`config.mk`:
```
export PLATFORM = sky130hd
export DESIGN_NAME = mips_instr_loader
export DESIGN_NICKNAME = d
export VERILOG_FILES = /design/src/rtl/mips_isa_pkg.sv /design/src/rtl/mips_instr_encode.sv /design/src/rtl/mips_instr_loader.sv
export SDC_FILE = /design/constraint.sdc
export NUM_CORES = 1
export LEC_CHECK = 0
export ABC_AREA = 1
export BUFFER_PORTS_ARGS = -buffer_cell sky130_fd_sc_hd__buf_2
export CAP_MARGIN = 25
export CORE_UTILIZATION = 51
export DETAILED_ROUTE_END_ITERATION = 8
export PLACE_DENSITY = 0.87
export SYNTH_ARGS = -nofsm -noshare
export SYNTH_HDL_FRONTEND = slang
export SYNTH_SLANG_ARGS = --single-unit
```
`constraint.sdc`:
```
create_clock -name clk -period 1.7 [get_ports clk]
set_input_delay 0.34 -clock clk [delete_from_list [all_inputs] [get_ports clk]]
set_output_delay 0.34 -clock clk [all_outputs]
set_load 0.03 [all_outputs]
```
`src/rtl/mips_isa_pkg.sv`:
```
// Opcode constants and request-kind encoding shared by the loader and the main control decoder.
package mips_isa_pkg;

  localparam logic [5:0] OP_RTYPE = 6'b000000;
  localparam logic [5:0] OP_LW    = 6'b100011;
  localparam logic [5:0] OP_SW    = 6'b101011;
  localparam logic [5:0] OP_BEQ   = 6'b000100;

  typedef enum logic [1:0] {
    KIND_R   = 2'd0,
    KIND_LW  = 2'd1,
    KIND_SW  = 2'd2,
    KIND_BEQ = 2'd3
  } instr_kind_e;

endpackage

```
`src/rtl/mips_instr_encode.sv`:
```
// Combinational encoder: request kind plus register/immediate fields to a 32-bit MIPS word.
module mips_instr_encode
  import mips_isa_pkg::*;
(
  input  logic [1:0]  kind,
  input  logic [4:0]  rs,
  input  logic [4:0]  rt,
  input  logic [4:0]  rd,
  input  logic [5:0]  funct,
  input  logic [15:0] imm,
  output logic [31:0] word
);

  always_comb begin
    word = '0;
    case (instr_kind_e'(kind))
      KIND_R:   word = {OP_RTYPE, rs, rt, rd, 5'b00000, funct};
      KIND_LW:  word = {OP_LW,  rs, rt, imm};
      KIND_SW:  word = {OP_SW,  rs, rt, imm};
      KIND_BEQ: word = {OP_BEQ, rs, rt, imm};
      default:  word = '0;
    endcase
  end

endmodule

```
`src/rtl/mips_instr_loader.sv`:
```
// Program loader: accepts encoded-instruction requests and writes them to consecutive imem words.
module mips_instr_loader
  import mips_isa_pkg::*;
#(
  parameter int unsigned ADDR_W = 32,
  parameter int unsigned CNT_W  = 9
) (
  input  logic              clk,
  input  logic              rst_n,
  input  logic              start,
  input  logic [ADDR_W-1:0] base_addr,
  input  logic [CNT_W-1:0]  num_instr,
  input  logic              req_valid,
  output logic              req_ready,
  input  logic [1:0]        req_kind,
  input  logic [4:0]        req_rs,
  input  logic [4:0]        req_rt,
  input  logic [4:0]        req_rd,
  input  logic [5:0]        req_funct,
  input  logic [15:0]       req_imm,
  output logic              imem_we,
  output logic [ADDR_W-1:0] imem_addr,
  output logic [31:0]       imem_wdata,
  input  logic              imem_ack,
  output logic              busy,
  output logic              done,
  output logic [CNT_W-1:0]  count
);

  localparam logic [1:0] S_IDLE   = 2'd0;
  localparam logic [1:0] S_ACCEPT = 2'd1;
  localparam logic [1:0] S_WRITE  = 2'd2;
  localparam logic [1:0] S_DONE   = 2'd3;

  logic [1:0]        state;
  logic [ADDR_W-1:0] addr;
  logic [31:0]       wdata;
  logic [CNT_W-1:0]  cnt;
  logic [CNT_W-1:0]  num_lat;
  logic [31:0]       enc_word;

  mips_instr_encode u_encode (
    .kind  (req_kind),
    .rs    (req_rs),
    .rt    (req_rt),
    .rd    (req_rd),
    .funct (req_funct),
    .imm   (req_imm),
    .word  (enc_word)
  );

  // addr always holds the address of the next word to write; it doubles as imem_addr.
  always_ff @(posedge clk or negedge rst_n) begin
    if (!rst_n) begin
      state   <= S_IDLE;
      addr    <= '0;
      wdata   <= '0;
      cnt     <= '0;
      num_lat <= '0;
    end else begin
      case (state)
        S_IDLE: begin
          if (start) begin
            addr    <= base_addr & ~{{(ADDR_W-2){1'b0}}, 2'b11};
            num_lat <= num_instr;
            cnt     <= '0;
            state   <= (num_instr == '0) ? S_DONE : S_ACCEPT;
          end
        end
        S_ACCEPT: begin
          if (req_valid) begin
            wdata <= enc_word;
            state <= S_WRITE;
          end
        end
        S_WRITE: begin
          if (imem_ack) begin
            cnt   <= cnt + CNT_W'(1);
            addr  <= addr + ADDR_W'(4);
            state <= (cnt + CNT_W'(1) == num_lat) ? S_DONE : S_ACCEPT;
          end
        end
        default: state <= S_IDLE;
      endcase
    end
  end

  always_comb begin
    req_ready  = (state == S_ACCEPT);
    imem_we    = (state == S_WRITE);
    busy       = (state != S_IDLE);
    done       = (state == S_DONE);
    imem_addr  = addr;
    imem_wdata = wdata;
    count      = cnt;
  end

endmodule

```
==> results.yml <==
yosys:
  synth_enable_flop_cells: 0
  yosysMostFrequentCell: "nand2_1"
  syn_area_per_cell_sq_um: 7.54
  syn_area_sq_um: 4730
  yosysWarnings: 0
  synthTopCellsByArea: "dfrtp_1 42%, nand2_1 14%, nand3_1 5.4%"
  synth_top_area_frac: 0.418
  ys_seq_area_frac: 0.418
  synthFlopType: "dfrtp_1"
  synthTopCellsByCount: "177 x nand2_1, 79 x dfrtp_1, 64 x inv_1, 51 x nand3_1, 41 x o21ai_0"
  ys_async_sr_fraction: 1.00
  netlist_instances: 628
  ys_types: 50
  ys_ff_latch: 79
  yosys.area.top_type: "dfrtp_1"
power:
  leakage_nw: 3.24
  p_clk_frac: 0.129
  p_seq_frac: 0.304
  finalPower_mw: 11.7
  pwr-share-comb: 0.566
  ir_drop_mv: 1.05
  swShare: 0.515
  p_sw_mw: 6.03
  intPower_mw: 5.67
  power_density_nw_per_um2: 1900
setup_path:
  worstPathBufferInverterCount: 0
  cp.arrival_ps: 1960
  crit_top_cell: "nand2_4"
  crit_path_end_kind: "flop"
  worstPathMaxFanout: 5
  max_stage_delay_ps: 420
  path_class: "flop to flop"
  crit_path_top_delay_cell: "dfrtp_2"
  required_ps: 1950
  worstSetupStartpointType: "flop"
  crit_chain: "ha_4 -> nand2_4 -> nor2_4 -> nand2_4 -> nor2_8 -> nand4_4 -> nor2_2 -> nand3_1 -> a21oi_1 -> nor2_1"
  cpLargestDelayFamily: "simple AND/OR/NAND/NOR gates"
clock_tree:
  root_buffer: "clkbuf_8"
  cts_buffers: 9
  clk_path_buf_depth: 2
  clk_latency_ps: 360
  cts_tree: "built"
  clk_transition_reported_paths_ps: 100
  cts_htree_levels: 3
  cts.sinks: 79
drt:
  wl_mm: 13.9
  postRouteAntennaNets: 0
  dr.pass1.iters: 9
  via_count: 5080
  drtIter0Drc: 376
  routedWlPerCell_um: 15.2
  drc: 13
  vias_per_cell: 5.56
sta:
  clock_skew_ps: 13.9
  setup_viol: 1
  setup_slack_ps: -2.31
  finalHoldViolations: 0
  rsz0062_at_grt: "yes"
  maxSlewViolCount: 0
  clock.fmax_mhz: 587
  fin_crit_sh: 1.00
  finalCriticalPeriod_ps: 1700
layout:
  num_antenna_cells: 0
  layout-drive-gt1-share: 0.320
  fin_area_sq_um: 6170
  synthToLayoutAreaGrowth_pct: 30.4
  nets: 894
  num-fill-cells: 683
floorplan:
  coreArea_sq_um: 8850
  rows: 34
  dieWidth_um: 98.3
  start_util: 0.535
  io_pins: 162
  die-area_sq_um: 9670
  die_h_um: 98.3
placed_design:
  dpl.hpwl_mm: 9.88
  place_area_sq_um: 5690
  io_buffer_count: 156
  gp_congestion: 0.937
grt:
  antenna_found_initial: 0
  grt_usage: 0.282
  gr-total-overflow: 0
  first_global_vias: 4851
  grt_pass1_wl_mm: 22.1
  grt_max_degree: 42
worst_hold_path:
  hp-class: "input port to flop"
outcome:
  status: "finished with violations"
  violations: "design-rule violations, negative setup slack"
job:
  drv_cap: 0
==> sequential cells by signal, indices dropped and copies added, names as in the netlist <==
name	cells
num_lat	9
count	9
imem_addr	30
imem_wdata	29
state	2
==> power groups by stage <==
stage          logic (mW)  clock network, mW  registers (mW)
5_1_grt              7.16               1.63            3.66
6_report             6.63               1.52            3.56
3_5_place_dp         6.12                  0            3.51
4_1_cts              6.21               1.54            3.50
2_1_floorplan        2.95                  0            4.80
3_3_place_gp         5.93                  0            3.46
==> path summary, 6_finish.rpt <==
kind / start / end / slack [ps] / cells after the start
max: imem_addr[3] / imem_addr[28] / -2 / 10
min: req_rs[4] / imem_wdata[25] / 160 / 3
max reg2reg: imem_addr[3] / imem_addr[28] / -2 / 10
min reg2reg: imem_wdata[29] / imem_wdata[29] / 490 / 2
max in group asynchronous: rst_n / state[0] / 690 / 3
min in group asynchronous: rst_n / imem_addr[3] / 440 / 2
==> worst register-to-register path, cell delays in order (launching register included) <==
cell and delay (ps):
dfrtp_2 420, ha_4 160, nand2_4 60, nor2_4 160
nand2_4 100, nor2_8 180, nand4_4 130, nor2_2 140
nand3_1 80, a21oi_1 120, nor2_1 50
==> layer usage <==
metal  vias up  track usage  routed length [um]
met5         -            0                   0
met4         0       0.0884                 276
met3        30       0.0666                1350
met2       292        0.480                6690
met1      2345        0.355                5550
li1       2413            -                   -
==> final cells by class <==
class	instances	area, sq um	share of cell area
Inverter	70	270	0.0438
Sequential cell	79	1980	0.321
Timing Repair Buffer	190	1120	0.181
Clock buffer	9	124	0.0201
Tap cell	108	135	0.0219
Multi-Input combinational cell	451	2450	0.398
Clock inverter	7	85.1	0.0138
==> through the flow <==
stage	setup WS, ps	instances	TNS, ps	utilization	hold WS, ps
2_1_floorplan	29.1	630	0	-	44.4
3_3_place_gp	75.2	885	0	0.643	299
3_5_place_dp	49.9	885	0	0.643	303
4_1_cts	8.77	903	0	0.671	161
5_1_grt	-135	914	-679	0.697	150
6_report	-2.31	914	-2.31	0.697	164
==> kinds of logic after synthesis <==
logic type / synth area share
other cells: 0.000792
buf+inv: 0.0920
compound gates: 0.151
simple gates: 0.305
xor+xnor: 0.0122
flops: 0.418
fa+ha+maj: 0.0212
==> timing repair <==
action                                  in CTS  in global routing
hold buffers                                 1                  0
gates cloned                                 0                  1
hold endpoints to repair                    27                  0
resized for setup                            7                 39
pin swaps                                    1                 15
endpoints found under the setup margin       1                 26
setup buffers                                1                 10
==> layout by cell type, fill, tap and decap left out, types with 2 or more instances in the layout <==
| cell | synthesis | layout |
|---|---|---|
| inv_1 | 64 | 63 |
| nor3_4 | 1 | 2 |
| nand2_1 | 177 | 169 |
| o21ai_1 | 11 | 13 |
| or2_2 | 2 | 2 |
| nand2_2 | 3 | 8 |
| buf_4 | 10 | 28 |
| a21o_1 | 2 | 2 |
| a31oi_1 | 4 | 4 |
| nor2_1 | 40 | 37 |
| nand2_4 | 4 | 5 |
| nand2_8 | 0 | 2 |
| inv_2 | 4 | 4 |
| buf_6 | 1 | 2 |
| o22ai_1 | 14 | 14 |
| ha_4 | 0 | 2 |
| clkbuf_8 | 0 | 9 |
| o21ai_0 | 41 | 37 |
| buf_12 | 0 | 4 |
| nor2_4 | 7 | 9 |
| dfrtp_2 | 0 | 5 |
| inv_6 | 0 | 5 |
| xnor2_1 | 2 | 2 |
| ha_1 | 8 | 6 |
| nand3_2 | 0 | 2 |
| nor3_1 | 7 | 6 |
| conb_1 | 1 | 3 |
| nor2_2 | 1 | 2 |
| o21ai_2 | 1 | 3 |
| nand3_1 | 51 | 49 |
| a2bb2oi_1 | 11 | 11 |
| dfrtp_1 | 79 | 74 |
| buf_2 | 10 | 154 |
| o211ai_1 | 4 | 4 |
| a21oi_1 | 29 | 28 |
| nand4_1 | 8 | 8 |
| xor2_1 | 2 | 2 |
| nor4_1 | 3 | 3 |
No activity file was read; power rests on OpenSTA's default activity.
